===== config.mk =====
export PLATFORM = sky130hd
export DESIGN_NAME = axi_cfg_regs
export DESIGN_NICKNAME = d
export VERILOG_FILES = /design/src/rtl/axi_cfg_pkg.sv /design/src/rtl/axi_cfg_decode.sv /design/src/rtl/axi_cfg_regs.sv
export SDC_FILE = /design/constraint.sdc
export NUM_CORES = 1
export LEC_CHECK = 0
export CORE_UTILIZATION = 45
export DETAILED_ROUTE_END_ITERATION = 16
export GPL_ROUTABILITY_DRIVEN = 0
export PLACE_DENSITY = 0.78
export SETUP_SLACK_MARGIN = 0.2
export SLEW_MARGIN = 20
export SYNTH_ARGS = -nofsm -noshare
export SYNTH_HDL_FRONTEND = slang
export SYNTH_HIERARCHICAL = 1
export SYNTH_SLANG_ARGS = --single-unit

===== constraint.sdc =====
create_clock -name clk -period 2.6 [get_ports clk]
set_input_delay 0.26 -clock clk [delete_from_list [all_inputs] [get_ports clk]]
set_output_delay 0.26 -clock clk [all_outputs]
set_load 0.01 [all_outputs]

===== src/rtl/axi_cfg_pkg.sv =====
// Shared types and constants for the AXI-style configuration register bank.
package axi_cfg_pkg;

  localparam int unsigned DATA_W = 64;
  localparam int unsigned STRB_W = DATA_W / 8;
  localparam int unsigned ADDR_W = 32;
  localparam int unsigned ID_W   = 4;
  localparam int unsigned LEN_W  = 8;
  localparam int unsigned IDX_W  = 2;

  localparam logic [1:0] RESP_OKAY   = 2'b00;
  localparam logic [1:0] RESP_SLVERR = 2'b10;

  localparam logic [IDX_W-1:0] REG_SRC  = 2'd0;
  localparam logic [IDX_W-1:0] REG_DST  = 2'd1;
  localparam logic [IDX_W-1:0] REG_LEN  = 2'd2;
  localparam logic [IDX_W-1:0] REG_CTRL = 2'd3;

  // Address channel payload, shared by aw and ar (44 bits).
  typedef struct packed {
    logic [LEN_W-1:0]  len;
    logic [ADDR_W-1:0] addr;
    logic [ID_W-1:0]   id;
  } aw_t;

  typedef aw_t ar_t;

  // Write data beat (73 bits).
  typedef struct packed {
    logic [STRB_W-1:0] strb;
    logic              last;
    logic [DATA_W-1:0] data;
  } w_t;

  // Write response (6 bits).
  typedef struct packed {
    logic [1:0]      resp;
    logic [ID_W-1:0] id;
  } b_t;

  // Read data beat (71 bits).
  typedef struct packed {
    logic              last;
    logic [1:0]        resp;
    logic [DATA_W-1:0] data;
    logic [ID_W-1:0]   id;
  } r_t;

endpackage


===== src/rtl/axi_cfg_decode.sv =====
// Address/length decode shared by the read and write state machines.
module axi_cfg_decode
  import axi_cfg_pkg::*;
#(
  parameter int unsigned NUM_REGS    = 4,
  parameter int unsigned STRIDE_LOG2 = 7
) (
  input  logic [ADDR_W-1:0] i_addr,
  input  logic [LEN_W-1:0]  i_len,
  output logic [IDX_W-1:0]  o_idx,
  output logic              o_err
);

  logic w_hit;

  // Aligned to the register stride and inside the bank.
  assign w_hit = (i_addr[STRIDE_LOG2-1:0] == '0) &&
                 ((i_addr >> STRIDE_LOG2) < ADDR_W'(NUM_REGS));
  assign o_idx = i_addr[STRIDE_LOG2 +: IDX_W];
  // Only single-beat accesses to a valid register are legal.
  assign o_err = !w_hit || (i_len != '0);

endmodule


===== src/rtl/axi_cfg_regs.sv =====
// Configuration register bank for the DMA datapath behind AXI-style aw/w/b and ar/r channels.
// Registers src/dst/len drive cfg_* directly; a write of bit0 to ctrl pulses cfg_start and
// raises busy until done_in.
module axi_cfg_regs
  import axi_cfg_pkg::*;
#(
  parameter int unsigned NUM_REGS    = 4,
  parameter int unsigned STRIDE_LOG2 = 7
) (
  input  logic          clk,
  input  logic          rst_bar,
  input  logic [43:0]   w_slave0_aw_dat,
  input  logic          w_slave0_aw_vld,
  output logic          w_slave0_aw_rdy,
  input  logic [72:0]   w_slave0_w_dat,
  input  logic          w_slave0_w_vld,
  output logic          w_slave0_w_rdy,
  output logic [5:0]    w_slave0_b_dat,
  output logic          w_slave0_b_vld,
  input  logic          w_slave0_b_rdy,
  input  logic [43:0]   r_slave0_ar_dat,
  input  logic          r_slave0_ar_vld,
  output logic          r_slave0_ar_rdy,
  output logic [70:0]   r_slave0_r_dat,
  output logic          r_slave0_r_vld,
  input  logic          r_slave0_r_rdy,
  output logic [63:0]   cfg_src_addr,
  output logic [63:0]   cfg_dst_addr,
  output logic [63:0]   cfg_len,
  output logic          cfg_start,
  input  logic          done_in
);

  localparam int unsigned DATA_REGS = 3;

  localparam logic [1:0] ST_WI = 2'd0;
  localparam logic [1:0] ST_WD = 2'd1;
  localparam logic [1:0] ST_WB = 2'd2;
  localparam logic       ST_RI = 1'b0;
  localparam logic       ST_RD = 1'b1;

  aw_t w_aw;
  ar_t w_ar;
  w_t  w_w;
  b_t  w_b;
  r_t  w_r;

  assign w_aw = w_slave0_aw_dat;
  assign w_ar = r_slave0_ar_dat;
  assign w_w  = w_slave0_w_dat;

  // Write side state
  logic [1:0]        r_wstate;
  logic [ID_W-1:0]   r_wid;
  logic [IDX_W-1:0]  r_widx;
  logic [LEN_W-1:0]  r_wlen;
  logic [LEN_W-1:0]  r_wcnt;
  logic              r_werr;

  // Read side state
  logic              r_rstate;
  logic [ID_W-1:0]   r_rid;
  logic [LEN_W-1:0]  r_rlen;
  logic [LEN_W-1:0]  r_rcnt;
  logic              r_rerr;
  logic [DATA_W-1:0] r_rdata;

  // Register bank and control
  logic [DATA_W-1:0] r_regs [DATA_REGS];
  logic              r_start;
  logic              r_busy;

  logic [IDX_W-1:0]  w_wr_idx;
  logic              w_wr_err;
  logic [IDX_W-1:0]  w_rd_idx;
  logic              w_rd_err;
  logic [DATA_W-1:0] w_rd_val;
  logic              w_beat;
  logic              w_final;
  logic              w_err_nxt;
  logic              w_commit;
  logic              w_start_set;
  logic              w_rlast;

  axi_cfg_decode #(
    .NUM_REGS    (NUM_REGS),
    .STRIDE_LOG2 (STRIDE_LOG2)
  ) u_wr_dec (
    .i_addr (w_aw.addr),
    .i_len  (w_aw.len),
    .o_idx  (w_wr_idx),
    .o_err  (w_wr_err)
  );

  axi_cfg_decode #(
    .NUM_REGS    (NUM_REGS),
    .STRIDE_LOG2 (STRIDE_LOG2)
  ) u_rd_dec (
    .i_addr (w_ar.addr),
    .i_len  (w_ar.len),
    .o_idx  (w_rd_idx),
    .o_err  (w_rd_err)
  );

  // Ready is held low while reset is asserted even though the FSM sits in idle.
  assign w_slave0_aw_rdy = (r_wstate == ST_WI) && rst_bar;
  assign w_slave0_w_rdy  = (r_wstate == ST_WD);
  assign w_slave0_b_vld  = (r_wstate == ST_WB);
  assign r_slave0_ar_rdy = (r_rstate == ST_RI) && rst_bar;
  assign r_slave0_r_vld  = (r_rstate == ST_RD);

  assign w_beat  = w_slave0_w_vld && w_slave0_w_rdy;
  assign w_final = (r_wcnt == r_wlen);
  // last must coincide with the final beat; a mismatch either way is an error.
  assign w_err_nxt   = r_werr || (w_w.last != w_final);
  assign w_commit    = w_beat && !w_err_nxt;
  assign w_start_set = w_commit && (r_widx == REG_CTRL) && w_w.strb[0] && w_w.data[0];

  assign w_b.resp       = r_werr ? RESP_SLVERR : RESP_OKAY;
  assign w_b.id         = r_wid;
  assign w_slave0_b_dat = w_b;

  assign w_rlast        = (r_rcnt == r_rlen);
  assign w_r.last       = w_rlast;
  assign w_r.resp       = r_rerr ? RESP_SLVERR : RESP_OKAY;
  assign w_r.data       = r_rdata;
  assign w_r.id         = r_rid;
  assign r_slave0_r_dat = w_r;

  assign cfg_src_addr = r_regs[REG_SRC];
  assign cfg_dst_addr = r_regs[REG_DST];
  assign cfg_len      = r_regs[REG_LEN];
  assign cfg_start    = r_start;

  // Read mux; ctrl reads back only the busy flag.
  always_comb begin
    w_rd_val = '0;
    case (w_rd_idx)
      REG_SRC:  w_rd_val = r_regs[REG_SRC];
      REG_DST:  w_rd_val = r_regs[REG_DST];
      REG_LEN:  w_rd_val = r_regs[REG_LEN];
      REG_CTRL: w_rd_val = {{(DATA_W-1){1'b0}}, r_busy};
      default:  w_rd_val = '0;
    endcase
  end

  // Write FSM: address, data beats, response.
  always_ff @(posedge clk or negedge rst_bar) begin
    if (!rst_bar) begin
      r_wstate <= ST_WI;
      r_wid    <= '0;
      r_widx   <= '0;
      r_wlen   <= '0;
      r_wcnt   <= '0;
      r_werr   <= 1'b0;
    end else begin
      case (r_wstate)
        ST_WI: begin
          if (w_slave0_aw_vld) begin
            r_wstate <= ST_WD;
            r_wid    <= w_aw.id;
            r_widx   <= w_wr_idx;
            r_wlen   <= w_aw.len;
            r_wcnt   <= '0;
            r_werr   <= w_wr_err;
          end
        end
        ST_WD: begin
          if (w_beat) begin
            r_werr <= w_err_nxt;
            // Stop on count==len so len=255 never wraps the counter.
            if (w_final) r_wstate <= ST_WB;
            else         r_wcnt   <= r_wcnt + 8'd1;
          end
        end
        ST_WB: begin
          if (w_slave0_b_rdy) r_wstate <= ST_WI;
        end
        default: r_wstate <= ST_WI;
      endcase
    end
  end

  // Byte-lane update of src/dst/len on a clean write beat.
  always_ff @(posedge clk or negedge rst_bar) begin
    if (!rst_bar) begin
      for (int j = 0; j < DATA_REGS; j++) r_regs[j] <= '0;
    end else if (w_commit) begin
      for (int j = 0; j < DATA_REGS; j++) begin
        if (r_widx == IDX_W'(j)) begin
          for (int k = 0; k < STRB_W; k++) begin
            if (w_w.strb[k]) r_regs[j][8*k +: 8] <= w_w.data[8*k +: 8];
          end
        end
      end
    end
  end

  // Start pulse and busy flag; a start in the same cycle as done_in keeps busy set.
  always_ff @(posedge clk or negedge rst_bar) begin
    if (!rst_bar) begin
      r_start <= 1'b0;
      r_busy  <= 1'b0;
    end else begin
      r_start <= w_start_set;
      if (w_start_set)  r_busy <= 1'b1;
      else if (done_in) r_busy <= 1'b0;
    end
  end

  // Read FSM: capture on ar, then replay the captured value for len+1 beats.
  always_ff @(posedge clk or negedge rst_bar) begin
    if (!rst_bar) begin
      r_rstate <= ST_RI;
      r_rid    <= '0;
      r_rlen   <= '0;
      r_rcnt   <= '0;
      r_rerr   <= 1'b0;
      r_rdata  <= '0;
    end else begin
      case (r_rstate)
        ST_RI: begin
          if (r_slave0_ar_vld) begin
            r_rstate <= ST_RD;
            r_rid    <= w_ar.id;
            r_rlen   <= w_ar.len;
            r_rcnt   <= '0;
            r_rerr   <= w_rd_err;
            r_rdata  <= w_rd_err ? '0 : w_rd_val;
          end
        end
        ST_RD: begin
          if (r_slave0_r_rdy) begin
            if (w_rlast) r_rstate <= ST_RI;
            else         r_rcnt   <= r_rcnt + 8'd1;
          end
        end
        default: r_rstate <= ST_RI;
      endcase
    end
  end

endmodule


; ---- Yosys cells after proc, flatten, opt, wreduce, memory -nomap -nowiden
; Cells that the tools add are included.
[word_totals]
reg_bits = 305
inputBits = 169
out_inout_bits = 275
elab_cells = 142
[op_classes]
addsub = 2
n_lt_le_gt_ge = 2
n_eq_ne = 19
muxes = 26
n_bitwise = 1
n_reduce_logical = 54
[op_table]
columns = cell, count
row1 = $pmux W64 S4, 1
row2 = $reduce_and A3 Y1, 26
row3 = $mux W64, 1
row4 = $lt A25 B3 Y1 const B, 2
row5 = $mux W8, 6
row6 = $pmux W8 S2, 2
row7 = $add A8 B1 Y8 const B, 2
row8 = $eq A8 B8 Y1, 2
row9 = $reduce_bool A8 Y1, 2
row10 = $logic_not A7 Y1, 2
row11 = $mux W2, 6
row12 = $eq A2 B2 Y1 const B, 5
row13 = $ne A2 B2 Y1 const B, 5
row14 = $logic_and A1 B1 Y1, 9
row15 = $reduce_and A4 Y1, 2
row16 = $mux W1, 7
row17 = $eq A2 B1 Y1 const B, 3
row18 = $logic_not A2 Y1, 3
row19 = $ne A2 B1 Y1 const B, 3
row20 = $pmux W2 S3, 1
row21 = $pmux W1 S2, 2
row22 = $reduce_and A2 Y1, 2
row23 = $reduce_bool A2 Y1, 2
row24 = $logic_not A1 Y1, 3
row25 = 3 further kinds, 5

; ---- Depth between registers and ports, before layout
; Gate-level depths: netlist of the first run.
[logic_depth]
depth_word = 9
depth_mapped = 8
depth_no_buf = 6

; ---- By module
; Netlist of the first run, hierarchy kept.
[by_module_without_submodules]
columns = module, instances, cells_each, area_per_inst_um2, seq_area_each_um2
row1 = axi_cfg_regs, 1, 1100, 13588.0, 7632.3
row2 = axi_cfg_decode, 2, 16, 103.8, 0.0

; ---- Least setup slack after synthesis of the first run
; Ideal clock, no wire load.
[synth_path]
path_type = reg2reg
from = reg r_wcnt[4]
to = reg r_regs (netlist bit cfg_dst_addr[24])
setup_ps = 125
t_arrival_ps = 2139
required_ps = 2475
path_slack_ps = 337
path_stages_with_launch = 7
path_buffers = 1
period_less_slack_ps = 2263
path_cell_list = dfrtp_1 > xor2_1 > nor4_4 > nand2_4 > buf_2 > a21oi_2 > mux2_2
[synth_via]
elab_chain_cells = 6
[synth_lines]
columns = element, line
row1 = from (decl), axi_cfg_regs.sv:57  ; logic [LEN_W-1:0] r_wcnt;
row2 = from (signal assigned), axi_cfg_regs.sv:173  ; else r_wcnt <= r_wcnt + 8'd1;
row3 = $eq A8 B8 Y1, axi_cfg_regs.sv:113  ; assign w_final = (r_wcnt == r_wlen);
row4 = $ne A1 B1 Y1, axi_cfg_regs.sv:115  ; assign w_err_nxt = r_werr || (w_w.last != w_final);
row5 = $logic_or A1 B1 Y1, axi_cfg_regs.sv:115
row6 = $logic_not A1 Y1, axi_cfg_regs.sv:116  ; assign w_commit = w_beat && !w_err_nxt;
row7 = $logic_and A1 B1 Y1, axi_cfg_regs.sv:116
row8 = $reduce_and A3 Y1 (no line), --
row9 = "to (signal, indexed assignment)", axi_cfg_regs.sv:192  ; if (w_w.strb[k]) r_regs[j][8*k +: 8] <= w_w.data[8*k +: 8];
row10 = to (decl), axi_cfg_regs.sv:69  ; logic [DATA_W-1:0] r_regs [DATA_REGS];
; No other way between the ends.
; A chain may end at the register's enable or synchronous reset.

; ---- Worst setup path after layout of the first run
[layout_path]
from = reg r_wcnt[5]
to = reg r_regs (netlist bit cfg_len[31])
; The elaborated chain is that of the path after synthesis.

==> out/metrics.csv, run 1 <==
metric,value,unit
status,finished clean,
pwr dens,757,nW/um^2
1st-iter DRT viols,644,
FMAX,0.416,GHz
CP Launch Point,r_wcnt[5],
gr usage total,27.5,%
die area,31400,sq um
vias after detailed routing,11300,
area of the mapped netlist,13800,sq um
flop-to-flop setup slack,0.19,ns
final hold vios,0,
final clock skew,0.0130,ns
# IOs,444,
hold slack,0.162,ns
startpoint types,flip-flop,
clock sink count,305,
Final Critical Period,2.41,ns
unrepaired setup endpoints after global routing,yes,
MaxCap Viol Count,0,
FF-to-FF Start,r_wcnt[5],
most numerous cell in the Yosys netlist,dfrtp_1,
"wirelength, routed",44100,microns
final critical-path share of the clock period,92.6,%
register area share after synthesis,55.3,%
slew margin rel.,46.8,%
Core Area,29900,sq um
Clk Tree Root Cell,clkbuf_16,
buffer depth of the longest clock path,3,
Residual DRC,0,
Hold WC Path Type,in2async,
maximum level of the CTS H-tree,2,
hpwl dp,30800,microns
synthesized instance count,1132,
first-pass GRT wire length,66200,microns
Clock Latency Late Sink,0.50,ns
Via density,5.56,
Avg Inst Size Synth,12.2,sq um
initial core utilization,46.2,%
Final Setup Violations,0,
Die Ht,177,microns
wire per inst,21.7,microns
Synth area leaders,"dfrtp_1 (55%), mux2_2 (16%), mux2i_1 (5.0%), nand2_1 (5.0%), a22o_1 (4.1%)",
Num CTS Buffers,35,
largest net degree at the start of global routing,137,
critical path start-end classification,reg2reg,
share of layout cells above drive strength 1,21.2,%
"EDFF count, synth",0,
Pins Over Slew Limit,0,
"Clk pin slew, worst setup/hold paths",0.06,ns
"FF+latch count, synth",305,
Cell variety after synth,52,
vias in the first global route,11600,
setup tns final,0,ns
Post-synth top cells,"dfrtp_1 (305), mux2_2 (190), nand2_1 (183)",
total grt overflow,0,
Syn-to-layout area delta,48.4,%
Synth Flop Type,dfrtp_1,
Pre-antenna DRT Iters,5,
initial antenna violation count,4,
"Core Util, Final",68.5,%
Layout Nets,1782,
row count,63,
Async SR Flop Fraction,100,%
crit path max fanout,24,
fin cells,2031,
CTS tree,built,
Routed Antenna Nets,0,
overall power,0.0155,W
Max IR drop VDD,0.546,mV
port bufs,441,
Critical Path End Type,flip-flop,
worst slew pin tran,0.798,ns
leakage power,9.31,nW
synth warn,6,
dominant cell type by area after synthesis,dfrtp_1,
CP arrival,2.79,ns
top-area cell type share of the netlist area,55.3,%
Critical Path RT,2.99,ns
placed cells,1934,
die width,177,microns
power by group:
part / switching [W] / internal (W) / leakage, nW
Clock: 0.00192 / 0.00295 / 0.567
Sequential: 0.000752 / 0.00557 / 4.17
Combinational: 0.00197 / 0.00234 / 4.57
Total: 0.00464 / 0.0109 / 9.31
through the flow:
stage | setup slack, ns | area, sq um
after CTS | 0.105 | 20100
after global placement | -0.231 | 18800
after detailed placement | -0.234 | 18800
after floorplan | 0.337 | 13800
after global routing | 0.111 | 20500
final | 0.194 | 20500
cell type report:
type	count	area (sq um)
multi-input combinational	761	6050
timing repair buffer	501	5120
clock buffer	53	1080
fill	2230	9400
clock inverter	8	71.3
inverter	7	26.3
sequential	305	7630
antenna	6	15.0
tap	390	488
cells in the final DEF, fill, tap and decap left out, types with 3 or more instances in the layout:
cell type        synthesis  routed
clkdlybuf4s50_1          0     437
dfrtp_1                305     303
mux2_2                 190     190
nand2_1                183     183
o21ai_0                 75      75
mux2i_1                 69      69
a22o_1                  64      64
buf_4                    9      38
clkbuf_16                0      37
nor2_1                  21      20
buf_12                   0      19
nor4_1                  16      16
and4_1                  14      14
xor2_1                  10      10
nand4_1                 10      10
xnor2_1                  9       9
clkbuf_8                 0       9
a211o_1                  8       8
or3_1                    8       8
inv_1                    7       7
a21oi_1                  7       7
clkbuf_1                40       7
diode_2                  0       6
a21oi_4                  0       6
nand3_1                  5       5
a31oi_4                  2       5
o21ai_4                  0       5
clkinv_2                 0       5
nor3_1                   5       4
nand2b_1                 5       4
nor2b_1                  4       3
or4_1                    3       3
buf_6                    0       3
path summary, 6_finish.rpt:
check | to | cells after the start
max in group asynchronous | cfg_len[43] | 3
min in group clk | r_wid[0] | 3
setup reg to reg | cfg_len[31] | 7
hold / removal | r_rdata[2] | 2
hold reg to reg | r_wid[1] | 2
setup / recovery | cfg_len[31] | 7
metal layers:
layer	track usage [%]	vias up	share of wire [%]
met2	46.8	447	50
met1	32.7	5723	39
li1	-	5043	-
met3	7.09	89	7.2
met4	12.3	0	3.5
met5	0	-	0
state kept, by name, summed over array words and instances (netlist names), 2 cells and up:
register / count
r_wstate: 2
r_rlen: 8
r_rdata: 64
cfg_src_addr: 64
r_wlen: 8
cfg_len: 64
r_widx: 2
r_wcnt: 8
cfg_dst_addr: 64
r_rid: 4
r_rcnt: 8
r_wid: 4
worst max-delay path: stages, from the launching register on:
cell and delay [ns]:
dfrtp_1 0.44, xor2_1 0.27, nor4_4 0.09, buf_4 0.17, buf_6 0.16, and4_1 0.21
a31oi_2 0.52, mux2_2 0.41
what timing repair did:
item | CTS | global route
setup buffers | 8 | 20
endpoints found under the hold margin | 107 | 0
resized for setup | 10 | 16
hold buffers | 1 | 0
setup endpoints to repair | 184 | 186
cloned | 0 | 1
pin swaps | 5 | 8
cells by family after synthesis:
logic type / synth area share [%]
buffers and inverters: 2.11
AND/OR/NAND/NOR: 10.1
flip-flops: 55.3
XOR/XNOR: 1.21
other: 0.0272
adder cells (fa/ha/maj): 0.181
AO/OA/AOI/OAI: 9.90
multiplexers: 21.2
Note: power is estimated with default switching activity, not from simulation.
==> run 2, diff against run 1 <==
Settings changed: CORE_UTILIZATION 45 to 48, CTS_BUF_LIST from default to sky130_fd_sc_hd__clkbuf_8, PLACE_DENSITY 0.78 to 0.83.
==> out/metrics.csv, run 2 (synthesis results as in run 1) <==
metric,value,unit,change
status,finished clean,,
Clk Tree Root Cell,clkbuf_8,,
wire per inst,21.9,microns,+0.64%
Syn-to-layout area delta,46.0,%,
largest net degree at the start of global routing,111,,-19%
die width,172,microns,-3.1%
maximum level of the CTS H-tree,2,,unchanged
Hold WC Path Type,in2async,,
P_sw,0.00465,W,+0.27%
share of layout cells above drive strength 1,21.5,%,+0.23 points
Pins Over Slew Limit,0,,unchanged
flop-to-flop setup slack,0.28,ns,+0.09 ns
P_int,0.0104,W,-4.1%
CTS tree,built,,
initial core utilization,49.3,%,+3.1 points
final clock skew,0.0335,ns,+0.0205 ns
Critical R2R Capture,cfg_src_addr[51],,
FF-to-FF Start,r_wcnt[2],,
reg2reg path depth,7,,unchanged
hpwl dp,31200,microns,+1.2%
Pre-antenna DRT Iters,4,,-1
Layout Nets,1782,,unchanged
row count,61,,-3.2%
crit path max fanout,8,,-67%
total grt overflow,0,,unchanged
"Cell Chain, Critical Path",xor2_1 > nor4_4 > nand2_4 > buf_6 > o41ai_4 > buf_6 > mux2_2,,
Max IR drop VDD,0.502,mV,-8.0%
switching share of power,30.9,%,+0.94 points
Num CTS Buffers,50,,+43%
Clock Power Share,30.1,%,-1.3 points
Routed Antenna Nets,0,,unchanged
"wirelength, routed",44500,microns,+0.84%
unrepaired setup endpoints after global routing,yes,,
die area,29400,sq um,-6.2%
vias after detailed routing,11500,,+1.7%
CP max-delay cell,dfrtp_2,,
first-pass GRT wire length,67100,microns,+1.3%
slew margin rel.,34.8,%,-12 points
startpoint types,flip-flop,,
most frequent cells in the layout,"clkdlybuf4s50_1 (437), dfrtp_1 (303), mux2_2 (190)",,
Clock Latency Late Sink,0.58,ns,+0.08 ns
Residual DRC,0,,unchanged
pwr dens,748,nW/um^2,-1.2%
port bufs,441,,unchanged
vias in the first global route,12000,,+3.8%
Die Ht,172,microns,-3.1%
buffer depth of the longest clock path,3,,unchanged
"commonest non-fill, non-tap cell in the layout",clkdlybuf4s50_1,,
placed cells,1929,,-0.26%
MaxCap Viol Count,0,,unchanged
# IOs,444,,unchanged
leakage power,9.21,nW,-1.1%
gr usage total,30.0,%,+2.5 points
worst slew pin tran,0.965,ns,+0.167 ns
"delay-heaviest family, CP",simple AND/OR/NAND/NOR gates,,
Final Setup Violations,0,,unchanged
Critical Path RT,3.03,ns,+0.04 ns
CP arrival,2.75,ns,-0.04 ns
sequential power share,42.1,%,+1.3 points
Critical Path Most Common Cell,buf_6,,
Final Critical Period,2.32,ns,-0.0854 ns
final critical-path share of the clock period,89.3,%,-3.3 points
FMAX,0.431,GHz,+3.7%
fin cells,2035,,+0.20%
final hold vios,0,,unchanged
Core Area,28000,sq um,-6.2%
WP depth,7,,unchanged
Max stage delay on crit path,0.46,ns,-0.06 ns
Worst Path Buf+Inv,2,,unchanged
Fillers,1985,,-11%
"Clk pin slew, worst setup/hold paths",0.06,ns,about the same
clock sink count,305,,unchanged
Via density,5.65,,+1.5%
hold slack,0.180,ns,+0.0186 ns
Critical Path End Type,flip-flop,,
critical path start-end classification,reg2reg,,
1st-iter DRT viols,637,,-1.1%
initial antenna violation count,7,,+3
Logic pwr share,27.7,%,about the same
## run 2: layout make-up
cell class / count / area (sq um) / area share [%]
Antenna cell: 7 / 17.5 / 0.0869
Sequential cell: 305 / 7630 / 37.9
Multi-Input combinational cell: 760 / 6010 / 29.8
Inverter: 7 / 26.3 / 0.130
Clock inverter: 24 / 184 / 0.913
Timing Repair Buffer: 487 / 4880 / 24.2
Clock buffer: 67 / 922 / 4.58
Tap cell: 378 / 473 / 2.35
## run 2: routing by layer
layer / track usage (%) / part of all wire (%) / wire length, microns / up-vias
met2: 50.4 / 49 / 21900 / 551
li1: - / - / - / 5050
met3: 7.29 / 7.8 / 3470 / 164
met4: 18.8 / 5.9 / 2610 / 2
met1: 34.5 / 37 / 16500 / 5723
met5: 0 / 0.029 / 13 / -
## run 2: how the worst max path moves through the flow
stage | from | to | slack [ns]
after floorplan | r_wcnt[4] | cfg_dst_addr[24] | 0.34
after global placement | w_slave0_w_vld | cfg_src_addr[53] | 0.01
after detailed placement | w_slave0_w_vld | cfg_src_addr[55] | -0.07
after CTS | r_wstate[0] | w_slave0_w_rdy | 0.20
after global routing | r_wcnt[2] | cfg_src_addr[51] | 0.20
final | r_wcnt[2] | cfg_src_addr[51] | 0.28
## run 2: timing repair
action / 4_1_cts / 5_1_grt
hold buffers: 1 / 0
pin swaps: 2 / 2
endpoints found under the setup margin: 99 / 101
endpoints found under the hold margin: 32 / 0
resized for setup: 8 / 14
buffers inserted: 4 / 3
## run 2: power groups by stage
| stage | clock network, W | logic (W) | registers (W) |
|---|---|---|---|
| after floorplan | 0 | 0.00163 | 0.00648 |
| after global routing | 0.00483 | 0.00449 | 0.00645 |
| after detailed placement | 0 | 0.00408 | 0.00640 |
| final | 0.00454 | 0.00418 | 0.00635 |
| after CTS | 0.00461 | 0.00414 | 0.00633 |
| after global placement | 0 | 0.00396 | 0.00636 |
## run 2: through the flow
stage          setup slack (ns)  cell area (sq um)  setup TNS, ns  total power [W]  utilization, %
4_1_cts                   0.203              20000              0           0.0151            71.4
3_3_place_gp             0.0127              18800              0           0.0103            67.1
2_1_floorplan             0.337              13800              0          0.00810               -
6_report                  0.279              20100              0           0.0151            71.9
3_5_place_dp            -0.0665              18800          -1.33           0.0105            67.1
5_1_grt                   0.198              20100              0           0.0158            71.9
==> variant (settings of run 1) <==
Reset style: synchronous (`rst_bar`), changed in 4 clocked blocks.
--- a/src/rtl/axi_cfg_regs.sv
+++ b/src/rtl/axi_cfg_regs.sv
@@ -146,5 +146,5 @@
 
   // Write FSM: address, data beats, response.
-  always_ff @(posedge clk or negedge rst_bar) begin
+  always_ff @(posedge clk) begin
     if (!rst_bar) begin
       r_wstate <= ST_WI;
@@ -183,5 +183,5 @@
 
   // Byte-lane update of src/dst/len on a clean write beat.
-  always_ff @(posedge clk or negedge rst_bar) begin
+  always_ff @(posedge clk) begin
     if (!rst_bar) begin
       for (int j = 0; j < DATA_REGS; j++) r_regs[j] <= '0;
@@ -198,5 +198,5 @@
 
   // Start pulse and busy flag; a start in the same cycle as done_in keeps busy set.
-  always_ff @(posedge clk or negedge rst_bar) begin
+  always_ff @(posedge clk) begin
     if (!rst_bar) begin
       r_start <= 1'b0;
@@ -210,5 +210,5 @@
 
   // Read FSM: capture on ar, then replay the captured value for len+1 beats.
-  always_ff @(posedge clk or negedge rst_bar) begin
+  always_ff @(posedge clk) begin
     if (!rst_bar) begin
       r_rstate <= ST_RI;
Check against the original RTL: not equivalent (Yosys sat finds a counterexample within 4 cycles, from zero or initial values and one cycle with rst_bar low; the reset may be asserted at any time).
==> variant against run 1 <==
- count of clock-buffer cells in the layout is 9 lower
- synthesized cell count decreased by 6.6%
- synthesized area fell by 7.5%
- wire length fell by 5.9%
- sequential cell count is the same
- first-iteration DRC count up 29%
- hold slack better by 53 ps
- design area shrank 8.0%
- setup slack improved by 92 ps
- utilization is 0.94 points lower
- critical path type unchanged
- critical endpoint is now r_regs[1][0]$_DFFE_PP_
Power is not compared: it rests on default switching activity, and its combinational part moved more than twofold at a synthesized area within 25%.
==> variant: results (changes against run 1) <==
- Status: finished, final reports clean
- Multi-Input Combinational: 645 (-15%)
- Post-synth top cells: edfxtp_1 (192), nand2_1 (134), dfxtp_1 (113), o21ai_0 (74)
- Non-clock buffers, area share: 0.260 (+0.00994)
- Bufs w/o clock: 495 (-1.2%)
- Reg2reg path depth: 6 (-1)
- Synth cell types: 48 (-7.7%)
- GRT Total Usage: 0.279 (+0.00404)
- Seq Cell Count: 305 (unchanged)
- Slew @ Worst Pin: 888 ps (+90.5 ps)
- CTS Buf Count: 31 (-11%)
- Top post-synthesis cells by area: edfxtp_1 (45%), dfxtp_1 (18%), mux2i_1 (5.2%)
- Post CTS Setup Buffer Count: 0 (-8)
- Share of cells above drive strength 1: 0.0853 (-0.127)
- Gates resized, CTS repair: 0 (-10)
- Mux cell area share after synthesis: 0.0536 (-0.158)
- Minimum clock period: 2310 ps (-91.8 ps)
- Fin Clk Skew: 12.4 ps (-0.623 ps)
- H-Tree Depth: 1 (-1)
- Placed cells: 1834 (-5.2%)
- Register area: 8030 um2 (+5.1%)
- Fillers: 2049 (-8.1%)
- Antenna diode count: 2 (-4)
- Crit path from: r_wcnt[2]$_SDFFE_PN0P_
- CP Max Fanout: 26 (+8.3%)
- Initial antenna violation count: 2 (-2)
- Fraction of registers with async set/reset: 0 (-1.00)
- Slowest-stage cell, CP: or3_4
- Largest net degree at the start of global routing: 68 (-50%)
- Clock buffer cells: 44 (-17%)
- ClkCell Share: 0.0536 (-0.00241)
- Seq/Total Area, Yosys: 0.629 (+0.0762)
- Routed via count: 10700 (-5.0%)
- Post-Syn Area: 12800 um2 (-7.5%)
- Worst flop-to-flop path endpoint: r_regs[1][0]$_DFFE_PP_
- Final hold slack: 215 ps (+53.4 ps)
- First DRT Iteration DRCs: 832 (+29%)
- Clk Latency, worst-skew pair: 550 ps (+50 ps)
- Cell count after synthesis: 1057 (-6.6%)
- Hold WC Path Type: input port to flip-flop
- Vias in the first global route: 10500 (-9.7%)
- Synth-to-Final Area Change: 47.6%
- Max incr delay on CP: 440 ps (-80 ps)
- Adder-Cell Fraction of Synth Area: 0.00196 (+0.000148)
- CP top delay family: simple AND/OR/NAND/NOR gates
- EDFF count, synth: 192 (+192)
- XOR/XNOR share of the synthesized area: 0.0117 (-0.000389)
- Layout Cells excl Fill: 1893 (-6.8%)
- R2r setup slk: 290 ps (+90 ps)
- Compound-cell area share of the yosys netlist: 0.111 (+0.0118)
- Pre-CTS WS: 167 ps (+401 ps)
variant: cell types whose count changed in the layout (fill, tap and decap cells not counted), sizes merged, moves of 15 or more:
cell,delta
a21oi,+22
and3,+66
and4,+43
dfrtp,-305
dfxtp,+113
edfxtp,+192
mux2,-192
nand2,-51
o41ai,+15
variant: routing by layer:
layer | vias to the layer above | GRT usage | part of all wire
li1 | 4870 | - | -
met1 | 5126 | 0.326 | 0.36
met2 | 639 | 0.503 | 0.51
met3 | 105 | 0.0440 | 0.085
met4 | 0 | 0.127 | 0.045
met5 | - | 0 | 0
variant: power breakdown:
part	total (mW)	leakage (nW)	internal, mW	switching [mW]
clock network	4.44	0.495	2.65	1.80
logic	1.46	3.80	0.699	0.762
registers	5.43	2.90	5.31	0.122
total	11.3	7.19	8.66	2.68
variant: worst register-to-register path: cells and delay by family, from the launching register on:
kind | cells | cell delay [ps]
xor+xnor | 1 | 150
buf+inv | 1 | 260
flops | 1 | 430
simple gates | 4 | 1210
